### src/rtl/rr_select_pkg.sv
`default_nettype none
// ============================================================================
// Module      : rr_select_pkg
// Description : Shared types and constants for the round-robin select
//               encoder: requester count, 2-bit grant code type, FSM states.
// Revision    : 1.0 - initial release
// ============================================================================
package rr_select_pkg;

    // Number of requesters arbitrated.
    localparam int N_REQ = 4;

    // Encoded grant index {I1,I0} feeding the 2x4 decoder.
    typedef logic [1:0] code_t;

    // Arbiter states.
    typedef enum logic [0:0] {
        IDLE  = 1'b0,
        GRANT = 1'b1
    } state_t;

    // Next index in circular order; 3 wraps naturally to 0 in two bits.
    function automatic code_t code_inc(input code_t c);
        return c + 2'd1;
    endfunction

endpackage
`default_nettype wire

### src/rtl/rr_select_encoder_if.sv
`default_nettype none
// ============================================================================
// Module      : rr_select_encoder_if
// Description : Request/grant bundle between the requesters and the
//               round-robin select encoder.
//               req       : request vector, req[i] from requester i
//               rel       : release from current grant owner
//               gnt_valid : grant code qualifier
//               gnt_code  : encoded grant index for the decoder
//               timeout   : one-cycle pulse when a grant ended by hold expiry
//               master    : requester side (drives req/rel)
//               slave     : arbiter side (drives grant outputs)
// Revision    : 1.0 - initial release
// ============================================================================
interface rr_select_encoder_if;
    import rr_select_pkg::*;

    logic [N_REQ-1:0] req;
    logic             rel;
    logic             gnt_valid;
    code_t            gnt_code;
    logic             timeout;

    modport master (
        output req,
        output rel,
        input  gnt_valid,
        input  gnt_code,
        input  timeout
    );

    modport slave (
        input  req,
        input  rel,
        output gnt_valid,
        output gnt_code,
        output timeout
    );

endinterface
`default_nettype wire

### src/rtl/rr_select_encoder_pick.sv
`default_nettype none
// ============================================================================
// Module      : rr_pick
// Description : Combinational rotating-priority search. Starting at i_ptr,
//               returns the first index (ptr, ptr+1, ptr+2, ptr+3 mod 4)
//               whose request bit is set.
//               i_req  : request vector
//               i_ptr  : highest-priority index
//               o_pick : selected index (0 when o_any is low)
//               o_any  : at least one request present
// Revision    : 1.0 - initial release
// ============================================================================
module rr_pick
    import rr_select_pkg::*;
(
    input  wire logic [N_REQ-1:0] i_req,
    input  wire code_t            i_ptr,
    output code_t                 o_pick,
    output logic                  o_any
);

    code_t w_idx;
    logic  w_found;

    always_comb begin
        o_pick  = 2'd0;
        w_found = 1'b0;
        w_idx   = 2'd0;
        // Walk the four offsets; the first hit wins and later hits are ignored.
        for (int k = 0; k < N_REQ; k++) begin
            w_idx = i_ptr + 2'(k);
            if (!w_found && i_req[w_idx]) begin
                o_pick  = w_idx;
                w_found = 1'b1;
            end
        end
        o_any = |i_req;
    end

endmodule
`default_nettype wire

### src/rtl/rr_select_encoder.sv
`default_nettype none
// ============================================================================
// Module      : rr_select_encoder
// Description : Four-requester round-robin arbiter producing a registered
//               2-bit select code plus qualifying valid for a downstream
//               2x4 decoder. A grant is held until released, until the
//               owner drops its request, or until MAX_HOLD cycles elapse.
//               clk : clock, rising edge
//               rst : synchronous active-high reset
//               bus : rr_select_encoder_if.slave (req, rel in;
//                     gnt_valid, gnt_code, timeout out)
// Revision    : 1.0 - initial release
// ============================================================================
module rr_select_encoder
    import rr_select_pkg::*;
#(
    parameter int MAX_HOLD = 8
)
(
    input  wire logic             clk,
    input  wire logic             rst,
    rr_select_encoder_if.slave    bus
);

    localparam int HOLD_W = (MAX_HOLD < 1) ? 1 : $clog2(MAX_HOLD + 1);
    // Counter value seen in the last allowed grant cycle.
    localparam logic [HOLD_W-1:0] c_hold_last =
        HOLD_W'((MAX_HOLD < 1) ? 0 : MAX_HOLD - 1);
    localparam bit c_hold_en = (MAX_HOLD > 0);

    // ------------------------------------------------------------------
    // State
    // ------------------------------------------------------------------
    state_t            r_state_q,     w_state_d;
    logic              r_gnt_valid_q, w_gnt_valid_d;
    code_t             r_gnt_code_q,  w_gnt_code_d;
    logic              r_timeout_q,   w_timeout_d;
    code_t             r_ptr_q,       w_ptr_d;
    logic [HOLD_W-1:0] r_hold_q,      w_hold_d;

    // ------------------------------------------------------------------
    // Rotating priority search
    // ------------------------------------------------------------------
    code_t w_pick;
    logic  w_any;

    rr_pick u_pick (
        .i_req  (bus.req),
        .i_ptr  (r_ptr_q),
        .o_pick (w_pick),
        .o_any  (w_any)
    );

    // ------------------------------------------------------------------
    // Grant termination conditions (only meaningful in GRANT)
    // ------------------------------------------------------------------
    logic w_end_rel;
    logic w_end_drop;
    logic w_end_exp;

    assign w_end_rel  = bus.rel;
    assign w_end_drop = ~bus.req[r_gnt_code_q];
    assign w_end_exp  = c_hold_en && (r_hold_q == c_hold_last);

    // ------------------------------------------------------------------
    // Next-state logic
    // ------------------------------------------------------------------
    always_comb begin
        w_state_d     = r_state_q;
        w_gnt_valid_d = r_gnt_valid_q;
        w_gnt_code_d  = r_gnt_code_q;
        w_timeout_d   = 1'b0;
        w_ptr_d       = r_ptr_q;
        w_hold_d      = r_hold_q;

        case (r_state_q)
            IDLE: begin
                if (w_any) begin
                    w_state_d     = GRANT;
                    w_gnt_valid_d = 1'b1;
                    w_gnt_code_d  = w_pick;
                    w_hold_d      = '0;
                end
            end
            GRANT: begin
                if (w_end_rel || w_end_drop || w_end_exp) begin
                    // gnt_code is left as-is; consumers qualify with valid.
                    w_state_d     = IDLE;
                    w_gnt_valid_d = 1'b0;
                    w_ptr_d       = code_inc(r_gnt_code_q);
                    // Expiry only reports when it was the sole reason to end.
                    w_timeout_d   = w_end_exp && !w_end_rel && !w_end_drop;
                end else begin
                    w_hold_d = r_hold_q + HOLD_W'(1);
                end
            end
            default: begin
                w_state_d     = IDLE;
                w_gnt_valid_d = 1'b0;
            end
        endcase
    end

    // ------------------------------------------------------------------
    // Registers
    // ------------------------------------------------------------------
    always_ff @(posedge clk) begin
        if (rst) begin
            r_state_q     <= IDLE;
            r_gnt_valid_q <= 1'b0;
            r_gnt_code_q  <= 2'b00;
            r_timeout_q   <= 1'b0;
            r_ptr_q       <= 2'b00;
            r_hold_q      <= '0;
        end else begin
            r_state_q     <= w_state_d;
            r_gnt_valid_q <= w_gnt_valid_d;
            r_gnt_code_q  <= w_gnt_code_d;
            r_timeout_q   <= w_timeout_d;
            r_ptr_q       <= w_ptr_d;
            r_hold_q      <= w_hold_d;
        end
    end

    assign bus.gnt_valid = r_gnt_valid_q;
    assign bus.gnt_code  = r_gnt_code_q;
    assign bus.timeout   = r_timeout_q;

endmodule
`default_nettype wire

### src/flat_wrapper.sv
// flat-port wrapper written by rule: the top's interface ports become plain ports
module rr_select_encoder_flat import rr_select_pkg::*;
#(
    parameter int MAX_HOLD = 8
)
  (clk, rst, bus_req, bus_rel, bus_gnt_valid, bus_gnt_code, bus_timeout);
  rr_select_encoder_if bus_i ();
  input  wire logic clk;
  input  wire logic rst;
  input wire logic [$bits(bus_i.req)-1:0] bus_req;
  input wire logic [$bits(bus_i.rel)-1:0] bus_rel;
  output wire logic [$bits(bus_i.gnt_valid)-1:0] bus_gnt_valid;
  output wire logic [$bits(bus_i.gnt_code)-1:0] bus_gnt_code;
  output wire logic [$bits(bus_i.timeout)-1:0] bus_timeout;
  assign bus_i.req = bus_req;
  assign bus_i.rel = bus_rel;
  assign bus_gnt_valid = bus_i.gnt_valid;
  assign bus_gnt_code = bus_i.gnt_code;
  assign bus_timeout = bus_i.timeout;
  rr_select_encoder #(.MAX_HOLD(MAX_HOLD)) u_core (.clk(clk), .rst(rst), .bus(bus_i));
endmodule
### config.mk
export PLATFORM = sky130hd
export DESIGN_NAME = rr_select_encoder_flat
export DESIGN_NICKNAME = d
export VERILOG_FILES = /design/src/rtl/rr_select_pkg.sv /design/src/rtl/rr_select_encoder_if.sv /design/src/rtl/rr_select_encoder_pick.sv /design/src/rtl/rr_select_encoder.sv /design/src/flat_wrapper.sv
export SDC_FILE = /design/constraint.sdc
export NUM_CORES = 1
export LEC_CHECK = 0
export ABC_CLOCK_PERIOD_IN_PS = 4750
export CORE_AREA = 4 4 41 43
export DETAILED_ROUTE_END_ITERATION = 8
export DIE_AREA = 0 0 45 47
export GPL_TIMING_DRIVEN = 0
export PLACE_DENSITY = 0.75
export SETUP_SLACK_MARGIN = 0.05
export SYNTH_ARGS = -nofsm -noshare
export SYNTH_HDL_FRONTEND = slang
export SYNTH_SLANG_ARGS = --single-unit
### constraint.sdc
create_clock -name clk -period 4.75 [get_ports clk]
set_input_delay 0.95 -clock clk [delete_from_list [all_inputs] [get_ports clk]]
set_output_delay 0.95 -clock clk [all_outputs]
set_load 0.01 [all_outputs]
### After elaboration in Yosys (flattened, before gate mapping)

Index checks and enable logic that the tools add are counted.

| storage, ports and cells | value |
|---|---|
| flip-flop bits (word level) | 11 |
| logic and storage cells | 66 |

| operators by class | value |
|---|---|
| multiplexer cells | 26 |
| reduce and logical (&&, ||, !) cells | 17 |
| equal/unequal tests | 4 |
| add/subtract/negate cells | 5 |
| magnitude comparators | 5 |
| bitwise operators | 3 |

Operator list:

| cell | count |
|---|---|
| $lt 2x3->1 const B | 5 |
| $mux 1 | 12 |
| $bmux 1 s2 | 5 |
| $mux 2 | 4 |
| $mux 4 | 2 |
| $pmux 4 s2 | 1 |
| $reduce_and 2->1 | 4 |
| $ne 2x2->1 const B | 3 |
| $logic_and 1x1->1 | 5 |
| $add 2x1->2 const B | 2 |
| $add 2x2->2 const B | 2 |
| $add 4x1->4 const B | 1 |
| $eq 4x3->1 const B | 1 |
| $logic_not 1->1 | 4 |
| $pmux 1 s2 | 2 |
| $reduce_or 4->1 | 1 |
| $not 1->1 | 3 |
| $reduce_or 3->1 | 1 |
| $logic_or 1x1->1 | 2 |

### Depth between registers and ports, before layout

Gate-level depths: netlist (run 1).

| logic depth | value |
|---|---|
| depth after elaboration | 12 |
| mapped depth | 5 |
| mapped depth without buffers | 5 |

### Cells and area by module

Synthesis (run 1) repeated with hierarchy kept, for this count alone.

| second synthesis, totals | value |
|---|---|
| cell total of the unflattened synthesis | 75 |
| area total of the unflattened synthesis | 644.4 um^2 |

By module, submodules not included:

| module | cells each | times used | seq. area each (um^2) | area an instance (um^2) |
|---|---|---|---|---|
| rr_select_encoder | 60 | 1 | 220.2 | 566.8 |
| rr_pick | 15 | 1 | 0.0 | 77.6 |

### Worst setup path before layout (run 1)

No wires, ideal clock.

| timing | value |
|---|---|
| path type | input to register |
| from | input bus_req[2] |
| to | register u_core.r_ptr_q[0] |
| slack | 2.780 ns |
| data arrival time | 1.849 ns |
| required time | 4.629 ns |
| stages on the path | 4 |
| path through | mux2_4 > a22oi_2 > o21a_4 > mux2_4 |

| between the ends | value |
|---|---|
| word-level cells in the longest chain between the ends | 6 |

RTL lines:

| element | RTL line | text |
|---|---|---|
| start: declaration | flat_wrapper.sv:10 | `input wire logic [$bits(bus_i.req)-1:0] bus_req;` |
| $bmux 1 s2 | rr_select_encoder.sv:62 | `assign w_end_drop = ~bus.req[r_gnt_code_q];` |
| $mux 1 (implied by the code) | rr_select_encoder.sv:62 |  |
| $not 1->1 | rr_select_encoder.sv:62 |  |
| $logic_or 1x1->1 (2 in a row) | rr_select_encoder.sv:86 | `if (w_end_rel \|\| w_end_drop \|\| w_end_exp) begin` |
| $reduce_and 2->1 (no line) | - |  |
| end signal: assignment | rr_select_encoder.sv:120 | `r_ptr_q <= w_ptr_d;` |
| end: declaration | rr_select_encoder.sv:38 | `code_t r_ptr_q, w_ptr_d;` |

Every way passes these cells. The select of a mux whose other input is x is not followed.
A chain may end at the register's enable or synchronous reset.

### Worst setup path after layout (run 1)

| timing | value |
|---|---|
| from | register u_core.r_gnt_code_q[0] (netlist: u_core.bus.gnt_code[0]) |
| to | output bus_gnt_code[0] |

RTL lines:

| element | RTL line | text |
|---|---|---|
| start: declaration | rr_select_encoder.sv:36 | `code_t r_gnt_code_q, w_gnt_code_d;` |
| start signal: assignment | rr_select_encoder.sv:118 | `r_gnt_code_q <= w_gnt_code_d;` |
| end: declaration | flat_wrapper.sv:13 | `output wire logic [$bits(bus_i.gnt_code)-1:0] bus_gnt_code;` |

No word-level cell between the ends.

==> results.md, run 1 <==
- Hold Worst Slack: between 500 and 600 ps
- Worst skew pair latency: around 260 ps
- CTS tree: yes
- Core Area: roughly 1300 sq um
- Fmax achieved: 436 MHz
- Max-slew violations: 0
- I/O pin cnt: 11
- Crit Path Category: reg2out
- RSZ-0062 raised after global routing: false
- Gr ovfl total: 0
- TritonRoute pass-1 iters: 4
- First-pass GRT wire length: approximately 2300 um
- Total power: between 200 and 250 uW
- Root Buffer: clkbuf_4
- GR Util All Layers: roughly 15%
- Std-Cell Rows: 13
- Layout cells sized above 1: 18.6%
- Met2 routed wirelength: approximately 560 um
- Combinational Power Share: 22.1%
- Initial drt markers: 9
- Area Growth Syn to Fin: 22.0%
- Netlist cell types: 28
- Die Ht: ~47 um
- Sw Pwr: 56.8 uW
- Status: completed
- Crit-path max FO: 6
- CTS sink cnt: 11
- Ant diodes: 0
- Worst Path Buf+Inv: 1
- Synth Area in Compound Gates: 27.7%
- Vias per std cell: around 5.7
- Cells after DPL: 97
- Max-slew headroom: 73.9%
- Max H-tree Level: 1
- Post-layout minimum cycle time: between 2000 and 2500 ps
- Worst setup SP type: flip-flop
- Vias post-DR: 579
- Wl on met1: approximately 650 um
- Nets@finish: between 90 and 100
- Initial Util: ~50%
- Die W: approximately 45 um
- Synthesized cell area: ~660 sq um
- Cell Pwr Density: ~260 nW/um^2
- CP arrival: between 1000 and 1500 ps
- Max VDD drop: roughly 0.00018 V
- Syn Inst Count: about 70
- Mux contribution to synthesized area: a little under a tenth
- Post-synthesis sequential area ratio: approximately a third
- Post-CTS Resized: 0
- Initial antenna violation count: 0
- Largest net degree at the start of global routing: 11
- Tcrit/Tclk final: 48.3%
- Cells along the critical path: clkdlybuf4s50_1
- Synth Area in Adders: around 1.9%
- Clk pwr share: 29.0%
- Hold_buf cts: 0
- Max-cap viol count: 0
- Slowest-stage cell, CP: clkdlybuf4s50_1
- CP endpoint kind: output pin
- Static leakage: approximately 0.33 nW
- Yosys reg bits: 11
- Setup TNS: 0 ps
- Routed WL: 1320 um
- Clk_skew: approximately 3.2 ps
- Worst path required time: ~3800 ps
- Combinational family with the most area after synthesis: compound AO/OA/AOI/OAI gates
- Mapped Nets: 80
- Crit-path max cell delay: slightly below 600 ps
- Post-route ant nets: 0
- Die Area: roughly 2100 sq um
- Post-route cell area: between 800 and 900 sq um
- Sw Share: a little over a quarter
- Setup Buffers After CTS: 0
- Simple-Gate Fraction of Synth Area: roughly a quarter
- Final hold vios: 0
- Wire length on met3: around 75 um
- CTS buffer count: 3
- Pint: 155 uW
- GP Congestion: approximately 0.85
- Number of global-route vias before repair: 521
- Post-DP Area: slightly below 800 sq um
- DRC viols: 0
- Synth Area in XOR/XNOR: ~1.3%
- Endpoints failing setup: 0
- CP delay by family, top: buffers and inverters
- CTS clock-pin slew for the worst setup and hold paths: 60 ps
- Dpl hpwl: just over 1000 um
- Non-filler instance count after layout: between 100 and 150
- Synthesized area per cell: 9.16 sq um
- Port Buffers: 10
- Clk buf depth: 2
- Top Layer Used: met4
- Sequential share of power: 48.9%
- YS warnings: 0
- Worst-Margin Slew: approximately 390 ps
- DR WL/cell: about 13 um
- Hold Path Class: reg2reg
synth_stat cells:
| master | n | area, sq um |
|---|---|---|
| o211ai_1 | 1 | 7.51 |
| a22o_2 | 1 | 10.0 |
| or2_2 | 2 | 12.5 |
| nand3_1 | 3 | 15.0 |
| xnor2_1 | 1 | 8.76 |
| nor2_1 | 9 | 33.8 |
| mux2_4 | 4 | 60.1 |
| a21oi_2 | 1 | 8.76 |
| a22oi_4 | 1 | 21.3 |
| a31o_2 | 1 | 8.76 |
| a21o_1 | 2 | 15.0 |
| a211o_1 | 3 | 26.3 |
| a22oi_2 | 1 | 12.5 |
| nor2b_1 | 4 | 25.0 |
| a21oi_1 | 6 | 30.0 |
| nor4_1 | 1 | 6.26 |
| a311o_1 | 1 | 10.0 |
| nand2_1 | 4 | 15.0 |
| dfxtp_1 | 11 | 220 |
| nor3b_2 | 1 | 12.5 |
| clkbuf_1 | 1 | 3.75 |
| o21a_4 | 1 | 15.0 |
| nor3_1 | 2 | 10.0 |
| and3b_1 | 1 | 8.76 |
| o221ai_1 | 2 | 17.5 |
| ha_1 | 1 | 12.5 |
| nor4b_1 | 2 | 17.5 |
| inv_1 | 4 | 15.0 |
routing by layer:
layer	vias up	GRT usage, %
met3	5	3.83
met2	14	22.3
met1	265	18.9
met5	-	0
li1	295	-
met4	0	8.77
cell type report:
| cell class | instances | area, sq um |
|---|---|---|
| inverter | 4 | 15.0 |
| tap | 15 | 18.8 |
| sequential | 11 | 220 |
| clock buffer | 4 | 26.3 |
| timing repair buffer | 10 | 100 |
| fill | 120 | 497 |
| buffer | 1 | 3.75 |
| multi-input combinational | 56 | 420 |
power groups by stage:
| stage | Sequential, mW | Clock (mW) | Combinational [mW] |
|---|---|---|---|
| floorplan | 0.105 | 0 | 0.0295 |
| global placement | 0.105 | 0 | 0.0460 |
| detailed placement | 0.106 | 0 | 0.0466 |
| CTS | 0.104 | 0.0644 | 0.0470 |
| global route | 0.105 | 0.0689 | 0.0511 |
| finish | 0.104 | 0.0615 | 0.0468 |
cells by family after synthesis:
kind of cell / Yosys count
adders and majority gates: 1
AOI/OAI and AO/OA: 21
buffers and inverters: 5
xor gates and xnor gates: 1
muxes: 4
and+or+nand+nor: 29
DFF: 11
worst reg2reg max path, stage by stage (launching register included):
cell	delay (ps)
dfxtp_1	490
mux2_4	370
a22oi_2	190
o21a_4	180
mux2_4	290
state kept, by name, indices dropped and copies added, names as in the netlist:
name	cells
u_core.r_hold_q	4
u_core.bus.gnt_code	2
u_core.r_ptr_q	2
u_core.bus.gnt_valid	1
u_core.bus.timeout	1
u_core.r_state_q	1
through the flow:
step,util (%),worst slack [ps]
finish,61.8,2460
global route,61.8,2400
CTS,61.8,2450
detailed placement,59.8,2210
global placement,59.8,2230
floorplan,-,2780
cells in the final DEF, fill, tap and decap left out, types with 2 or more instances in the layout:
cell / n
clkdlybuf4s50_1: 10
nor4b_1: 2
mux2_4: 4
inv_1: 4
nor2b_1: 4
nor2_1: 9
a21o_1: 2
clkbuf_4: 3
nand3_1: 3
nor3_1: 2
a211o_1: 3
nand2_1: 4
a21oi_1: 6
dfxtp_1: 11
clkbuf_1: 2
o221ai_1: 2
or2_2: 2
final timing paths:
kind                                             start              endpoint  slack, ps  depth (start not counted)
worst max-delay path            u_core.bus.gnt_code[0]       bus_gnt_code[0]       2460                          1
worst min-delay path              u_core.bus.gnt_valid  u_core.bus.gnt_valid        500                          2
worst max register to register  u_core.bus.gnt_code[0]     u_core.r_ptr_q[0]       3130                          4
worst min register to register    u_core.bus.gnt_valid  u_core.bus.gnt_valid        500                          2
No activity file was read; power rests on OpenSTA's default activity.
==> run 2: changes to the inputs <==
--- a/config.mk
+++ b/config.mk
@@ -5,12 +5,12 @@
 export SDC_FILE = /design/constraint.sdc
 export NUM_CORES = 1
 export LEC_CHECK = 0
-export ABC_CLOCK_PERIOD_IN_PS = 4750
-export CORE_AREA = 4 4 41 43
+export ABC_CLOCK_PERIOD_IN_PS = 2400
+export CORE_AREA = 4 4 42 44
 export DETAILED_ROUTE_END_ITERATION = 8
-export DIE_AREA = 0 0 45 47
+export DIE_AREA = 0 0 46 48
 export GPL_TIMING_DRIVEN = 0
-export PLACE_DENSITY = 0.75
+export PLACE_DENSITY = 0.72
 export SETUP_SLACK_MARGIN = 0.05
 export SYNTH_ARGS = -nofsm -noshare
 export SYNTH_HDL_FRONTEND = slang
==> constraint.sdc (replaced) <==
create_clock -name clk -period 2.4 [get_ports clk]
set_input_delay 0.48 -clock clk [delete_from_list [all_inputs] [get_ports clk]]
set_output_delay 0.48 -clock clk [all_outputs]
set_load 0.01 [all_outputs]
==> run 2 against run 1 <==
  * Non-clock buffer count unchanged
  * Critical path depth unchanged
  * Clock power up 100%
  * Sequential power up 98%
  * Cell count up 0.99%
  * Clock skew up 1.3 ps
  * Flip-flop and latch count unchanged
  * Setup slack worse by 1900 ps
  * Sequential share of layout area about the same
  * Register-to-register slack worse by 2400 ps
  * Total power up 100%
  * Critical endpoint unchanged
==> results.md, run 2 (synthesized netlist as in run 1, its figures left out) <==
- CTS buffer count: 3
- Gr ovfl total: 0
- Sw Pwr: 116 uW
- Worst-Margin Slew: between 300 and 400 ps
- Port Buffers: 10
- CTS sink cnt: 11
- Initial Util: 45.9%
- M3 GR Usage: under 10%
- I/O pin cnt: 11
- Setup Buffers After CTS: 0
- Global Route met2 Usage: a little under a fifth
- Tcrit/Tclk final: 76.7%
- Initial drt markers: 12
- Post-layout minimum cycle time: around 1800 ps
- Slowest-stage cell, CP: clkdlybuf4s50_1
- Sequential share of power: between 40% and 50%
- GR Util All Layers: ~14%
- DRC viols: 0
- Combinational Power Share: a little over a fifth
- Vias per std cell: about 5.6
- Met1 global-route usage: between 20% and 30%
- Nets@finish: 95
- CP arrival: 1360 ps
- CTS tree: yes
- Crit-path max cell delay: roughly 600 ps
- Final hold vios: 0
- Die Area: roughly 2200 sq um
- Die Ht: 48 um
- Routed WL: 1370 um
- Post-DP Area: 779 sq um
- Area Growth Syn to Fin: 22.2%
- Crit Path Category: reg2out
- Max reg flops: 4
- Total power: ~420 uW
- Hold Worst Slack: between 500 and 600 ps
- Std-Cell Rows: 14
- Dpl hpwl: 1030 um
- Setup slack, reg-to-reg: around 760 ps
- Fmax achieved: between 500 and 600 MHz
- Clk pwr share: 29.6%
- Hold Path Class: reg2reg
- Max-cap viol count: 0
- Root Buffer: clkbuf_4
- Post-CTS Resized: 0
- CP delay by family, top: buffers and inverters
- Vias post-DR: approximately 570
- Most common cell after layout, fill and taps aside: dfxtp_1
- Setup TNS: 0 ps
- Most frequent cells in the layout: 11 x dfxtp_1, 10 x clkdlybuf4s50_1, 9 x nor2_1
- Number of global-route vias before repair: around 500
- CP endpoint kind: output pin
- Cells along the critical path: clkdlybuf4s50_1
- Cell Pwr Density: approximately 530 nW/um^2
- DR WL/cell: 13.4 um
- Largest net degree at the start of global routing: 11
- Post-route cell area: roughly 800 sq um
- Die W: 46 um
- Worst skew pair latency: roughly 270 ps
- Crit-path max FO: 6
- CTS clock-pin slew for the worst setup and hold paths: 70 ps
- Hold_buf cts: 0
- Layout cells sized above 1: 18.6%
- Static leakage: 0.332 nW
- Max-slew violations: 0
- RSZ-0062 raised after global routing: false
- Post-route ant nets: 0
- Endpoints failing setup: 0
- Max-slew headroom: ~74%
- Max VDD drop: 0.000295 V
- Initial antenna violation count: 0
- Most flop-heavy register: u_core.r_hold_q
- Clk buf depth: 2
- Max H-tree Level: 1
- Clk_skew: around 4.5 ps
- Pint: about 300 uW
- Status: completed
- Ant diodes: 0
- GP Congestion: about 0.80
- Worst path required time: about 1900 ps
- Fill cell count: ~140
- Worst setup SP type: flip-flop
- GR peak layer: met1
- TritonRoute pass-1 iters: 4
- First-pass GRT wire length: between 2000 and 2500 um
- Sw Share: 27.4%
- Core Area: roughly 1400 sq um
- Worst Path Buf+Inv: 1
[run 2: worst reg2reg max path, stage by stage, from the launching register on]
cell and delay (ps):
dfxtp_1 490, mux2_4 370, a22oi_4 260, nor4b_1 90, a311o_1 320
[run 2: metal layers]
layer | up-vias | routed length, um
li1 | 296 | -
met1 | 266 | 693
met2 | 8 | 606
met3 | 2 | 37
met4 | 0 | 27
met5 | - | 0
[run 2: final timing paths]
| kind | start | endpoint | depth (start not counted) |
|---|---|---|---|
| min reg2reg | u_core.bus.gnt_valid | u_core.bus.gnt_valid | 2 |
| min | u_core.bus.gnt_valid | u_core.bus.gnt_valid | 2 |
| max | u_core.bus.gnt_code[0] | bus_gnt_code[0] | 1 |
| max reg2reg | u_core.bus.gnt_code[0] | u_core.r_hold_q[2] | 4 |
[run 2: power by group through the flow]
stage / logic (mW) / clock network, mW / registers [mW]
final: 0.0919 / 0.125 / 0.206
after global routing: 0.101 / 0.138 / 0.208
after CTS: 0.0929 / 0.131 / 0.206
after detailed placement: 0.0920 / 0 / 0.209
after global placement: 0.0913 / 0 / 0.209
after floorplan: 0.0583 / 0 / 0.209
[run 2: cell type report]
type	count	area [sq um]	area share [%]
multi-input combinational	56	420	52.2
sequential	11	220	27.3
timing repair buffer	10	100	12.4
clock buffer	4	26.3	3.26
tap	16	20.0	2.48
inverter	4	15.0	1.86
buffer	1	3.75	0.466
[run 2: metrics by stage]
| step | utilization, % | setup WS, ps | cells |
|---|---|---|---|
| 2_1_floorplan | - | 840 | 72 |
| 3_3_place_gp | 54.3 | 340 | 98 |
| 3_5_place_dp | 54.3 | 320 | 98 |
| 4_1_cts | 56.1 | 555 | 102 |
| 5_1_grt | 56.1 | 507 | 102 |
| 6_report | 56.1 | 558 | 102 |
==> run 3: changes to the inputs <==
--- a/config.mk
+++ b/config.mk
@@ -5,7 +5,7 @@
 export SDC_FILE = /design/constraint.sdc
 export NUM_CORES = 1
 export LEC_CHECK = 0
-export ABC_CLOCK_PERIOD_IN_PS = 2400
+export ABC_CLOCK_PERIOD_IN_PS = 1800
 export CORE_AREA = 4 4 42 44
 export DETAILED_ROUTE_END_ITERATION = 8
 export DIE_AREA = 0 0 46 48
==> constraint.sdc (replaced) <==
create_clock -name clk -period 1.8 [get_ports clk]
set_input_delay 0.36 -clock clk [delete_from_list [all_inputs] [get_ports clk]]
set_output_delay 0.36 -clock clk [all_outputs]
set_load 0.01 [all_outputs]
==> run 3 against run 2 <==
  * Sequential power up 33%
  * Cell count is the same
  * Count of clock-buffer cells in the layout unchanged
  * Combinational power increased by 34%
  * Non-clock buffer count did not move
  * Sequential share of layout area up 0.11 points
  * Largest power group unchanged
  * Via count is the same
  * Highest routed layer unchanged
  * Cell area grew 0.16%
  * Register-to-register slack worse by 510 ps
  * Critical path depth up 4
  * Wire length did not move
  * Flip-flop and latch count unchanged
==> results.md, run 3 (synthesized netlist as in run 1, its figures left out) <==
- DRC viols: 0
- Cells along the critical path: clkdlybuf4s50_1 > mux2_4 > a22oi_4 > nor4b_1 > a311o_1
- Final hold vios: 0
- Initial antenna violation count: 0
- R2R cell count: 4
- CTS sink cnt: 11
- TritonRoute pass-1 iters: 4
- CP endpoint kind: flip-flop
- Worst setup SP type: input pin
- Worst Hold Depth: 2
- Max-cap viol count: 0
- Root Buffer: clkbuf_4
- GP Congestion: ~0.80
- Hold Worst Slack: around 500 ps
- Nets@finish: 95
- Setup slack, reg-to-reg: roughly 250 ps
- Die Ht: between 40 and 50 um
- Static leakage: 0.332 nW
- Worst skew pair latency: between 200 and 300 ps
- Post-layout minimum cycle time: ~1700 ps
- Die W: 46 um
- GR Util All Layers: about 14%
- Endpoints failing setup: 0
- Area Growth Syn to Fin: 22.4%
- Fmax achieved: between 500 and 600 MHz
- Post-route cell area: between 800 and 900 sq um
- Most frequent cells in the layout: 10 x clkdlybuf4s50_1, 10 x dfxtp_1, 9 x nor2_1
- Hold endpoint: u_core.bus.gnt_valid
- Total power: about 560 uW
- CTS tree: yes
- Worst path required time: about 2000 ps
- Hold Path Class: reg2reg
- Vias post-DR: between 500 and 600
- Cell Pwr Density: approximately 700 nW/um^2
- Max-slew headroom: 74.0%
- DR WL/cell: roughly 13 um
- Worst-Margin Slew: around 400 ps
- Dpl hpwl: between 1000 and 1500 um
- Slowest-stage cell, CP: clkdlybuf4s50_1
- Most flop-heavy register: u_core.r_hold_q
- Initial Util: a little under half
- Reg2Reg Capture Point: u_core.r_hold_q[2]
- Fill cell count: between 100 and 150
- Max reg flops: 4
- RSZ-0062 raised after global routing: false
- I/O pin cnt: 11
- CTS buffer count: 3
- Crit-path max cell delay: between 400 and 500 ps
- Status: completed
- Clk_skew: about 4.5 ps
- Hold path start: u_core.bus.gnt_valid
- Layout cells sized above 1: between 10% and 20%
- Cells after DPL: between 90 and 100
- Std-Cell Rows: 14
- Ant diodes: 0
- Worst R2R Start: u_core.bus.gnt_code[0]
- Die Area: roughly 2200 sq um
- Routed WL: 1370 um
- Clk buf depth: 2
- Non-filler instance count after layout: between 100 and 150
- Number of global-route vias before repair: roughly 500
- Initial drt markers: 12
- Tcrit/Tclk final: between 90% and 100%
- Max-slew violations: 0
- Gr ovfl total: 0
- Crit-path max FO: 7
- CTS clock-pin slew for the worst setup and hold paths: approximately 70 ps
- Max VDD drop: about 0.00039 V
- Core Area: 1440 sq um
- First-pass GRT wire length: 2240 um
- Vias per std cell: approximately 5.6
- Crit Path Category: in2reg
- Post-DP Area: ~800 sq um
- Largest net degree at the start of global routing: 11
- Port Buffers: 10
- Post-route ant nets: 0
- Max H-tree Level: 1
- CP arrival: ~1900 ps
[run 3: cell counts in the layout (fill, tap and decap cells not counted)]
Identical to the previous run, type by type.
[run 3: metrics by stage]
stage                     worst slack (ps)  util (%)  setup TNS (ps)
after floorplan                        240         -               0
after global placement                -140      54.3            -470
after detailed placement              -160      54.3            -482
after CTS                             74.7      56.1               0
after global routing                  56.1      56.2               0
final                                  108      56.2               0
[run 3: critical path, delay by kind of cell]
kind                   cells  cell delay, ps
AO/OA/AOI/OAI              2             580
AND/OR/NAND/NOR            1              90
buffers and inverters      1             480
multiplexers               1             330
[run 3: cell type report]
type	instances	area [sq um]	area share [%]
plain buffers	1	3.75	0.465
multi-input cells	56	420	52.1
flip-flops and latches	11	221	27.4
well taps	16	20.0	2.48
repair buffers	10	100	12.4
clock buffers	4	26.3	3.26
inverters	4	15.0	1.86
[run 3: power breakdown]
part           total, mW  switching, mW  leakage, nW  internal, mW
Combinational      0.123         0.0553        0.227        0.0673
Sequential         0.275         0.0180       0.0902         0.257
Clock              0.167         0.0812       0.0150        0.0858
Total              0.565          0.154        0.332         0.410
[run 3: worst max path at each step]
stage | start | end | slack, ps
final | bus_req[0] | u_core.r_hold_q[2] | 110
after global routing | u_core.bus.gnt_code[1] | bus_gnt_code[1] | 60
after detailed placement | bus_req[0] | u_core.r_hold_q[2] | -160
after global placement | bus_req[0] | u_core.r_hold_q[2] | -140
after floorplan | u_core.bus.gnt_code[0] | u_core.r_ptr_q[0] | 240
after CTS | u_core.bus.gnt_code[0] | bus_gnt_code[0] | 70
[run 3: layer usage]
metal	global-route usage, %	vias to the layer above	share of wire [%]
li1	-	296	-
met1	20.8	266	51
met2	19.0	8	44
met3	3.38	2	2.7
met4	8.52	0	2.0
met5	0	-	0
[run 3: timing repair]
| action | in CTS | in global routing |
|---|---|---|
| hold buffers | 0 | 0 |
| setup buffers | 0 | 0 |
| setup endpoints to repair | 0 | 1 |
| gates resized for setup | 0 | 1 |
==> RTL change, RTL diff (flow settings as in run 3) <==
`MAX_HOLD` is set to 8 in 2 places; all go to 16.
--- a/src/rtl/rr_select_encoder.sv
+++ b/src/rtl/rr_select_encoder.sv
@@ -15,5 +15,5 @@
     import rr_select_pkg::*;
 #(
-    parameter int MAX_HOLD = 8
+    parameter int MAX_HOLD = 16
 )
 (
--- a/src/flat_wrapper.sv
+++ b/src/flat_wrapper.sv
@@ -2,5 +2,5 @@
 module rr_select_encoder_flat import rr_select_pkg::*;
 #(
-    parameter int MAX_HOLD = 8
+    parameter int MAX_HOLD = 16
 )
   (clk, rst, bus_req, bus_rel, bus_gnt_valid, bus_gnt_code, bus_timeout);
Formal check against the unedited RTL: not equivalent (a bounded check fails within 10 cycles, from zero or initial values and one cycle with rst high).
==> RTL change against run 3 <==
The flow now finishes with violations (negative setup slack). Sequential share of layout area shrank 2.5 points. Total power rose by 7.6%. Cell area increased by 21%. Die area did not move. Sequential cell count is 1 higher. Setup slack got worse by 140 ps. Register-to-register slack worse by 280 ps. Core utilization rose by 12 points. Area after synthesis rose by 14%. Wire length grew 12%. Count of clock-buffer cells in the layout decreased by 1. Clock skew grew 5.0 ps. Via count increased by 9.1%.
==> RTL change: results (changes against run 3) <==
| Metric | Value |
|---|---|
| Violated checks | negative setup slack |
| Clock-cell share of area | 0.02311 (-0.009452) |
| Mean Syn Cell Area | 9.201 um^2 (+0.47%) |
| Synth top area cells | dfxtp_1 32%, a21oi_1 6.6%, nand3_1 4.6%, buf_6 4.5%, or3b_1 3.5% |
| Status | complete, but fails checks |
| Post-cts sizing count | 3 (+3) |
| # fillers | 122 (-12%) |
| Setup TNS | -37.08 ps (-37.08 ps) |
| Slew of the pin with the lowest slew margin | 399.3 ps (+9.712 ps) |
| Leakage power | 0.3541 nW (+6.5%) |
| Nets@finish | 110 (+16%) |
| First-pass GRT wire length | 2.539 mm (+14%) |
| # clk buffers | 3 (-1) |
| Synth cell types | 34 (+21%) |
| Multi-input combinational area share | 0.4917 (-0.02927) |
| Max reg flops | 5 (+1) |
| Number of multi-input logic gates | 58 (+3.6%) |
| Post-DP HPWL | 1.106 mm (+7.0%) |
| Mapped Area | 754.5 um^2 (+14%) |
| Top post-synthesis cells by count | 12 x dfxtp_1, 10 x a21oi_1, 7 x nand3_1 |
| Setup CP Type | reg -> reg |
| CP max stage cell | or3b_4 |
| Clock sinks | 12 (+1) |
| Final setup vio count | 2 (+2) |
| Area after DPL | 894.6 um^2 (+15%) |
| Hold_ws | 457.1 ps (-44.72 ps) |
| Worst Setup SP | u_core.r_hold_q[1] |
| Worst Reg2Reg Path Length in Cells | 7 (+3) |
| Syn Nets | 91 (+14%) |
| First drt pass iteration count | 3 (-1) |
| FF-to-FF End | u_core.r_ptr_q[1] |
| Total track usage | 0.1631 (+0.01910) |
| Drt wl/cell | 13.32 um (-0.45%) |
| Pre-CTS setup slack | -169.0 ps (-8.572 ps) |
| Seq/total area | 0.2490 (-0.02538) |
| Setup bufs post-CTS | 3 (+3) |
| DR iter-0 viols | 2 (-10) |
| Endpoint arrival time on the critical path | 1980 ps (+130 ps) |
| NonClk Buf Share | 0.1887 (+0.06002) |
| Setup WS post-layout | -34.39 ps (-142.0 ps) |
| Non-clk invs | 7 (+3) |
| Vias in the first global route | 595 (+20%) |
| CP Max Fanout | 5 (-2) |
| Final wirelength | 1.532 mm (+12%) |
| Net Switching | 0.1684 mW (+9.1%) |
| Syn. warnings | 0 (unchanged) |
| VDD IR max | 0.5297 mV (+34%) |
[RTL change: kinds of logic after synthesis]
kind of cell,Yosys count,synth area share
muxes,4,0.05970
AOI/OAI and AO/OA,22,0.2255
DFF,12,0.3184
adders and majority gates,2,0.03316
buffers and inverters,12,0.1094
xor gates and xnor gates,1,0.01161
and+or+nand+nor,29,0.2421
[RTL change: power by group through the flow]
stage	combinational [mW]	sequential, mW	clock (mW)
after detailed placement	0.147	0.296	0
final	0.156	0.291	0.160
after global routing	0.170	0.293	0.181
after global placement	0.145	0.295	0
after floorplan	0.0955	0.296	0
after CTS	0.152	0.290	0.166
[RTL change: per-layer routing]
metal / vias up / part of all wire / wire length, um / track usage
met5: - / 0 / 0 / 0
met4: 0 / 0.0091 / 14 / 0.08523
met3: 2 / 0.024 / 37 / 0.02256
met2: 5 / 0.51 / 777 / 0.2775
met1: 290 / 0.46 / 703 / 0.1987
li1: 327 / - / - / -
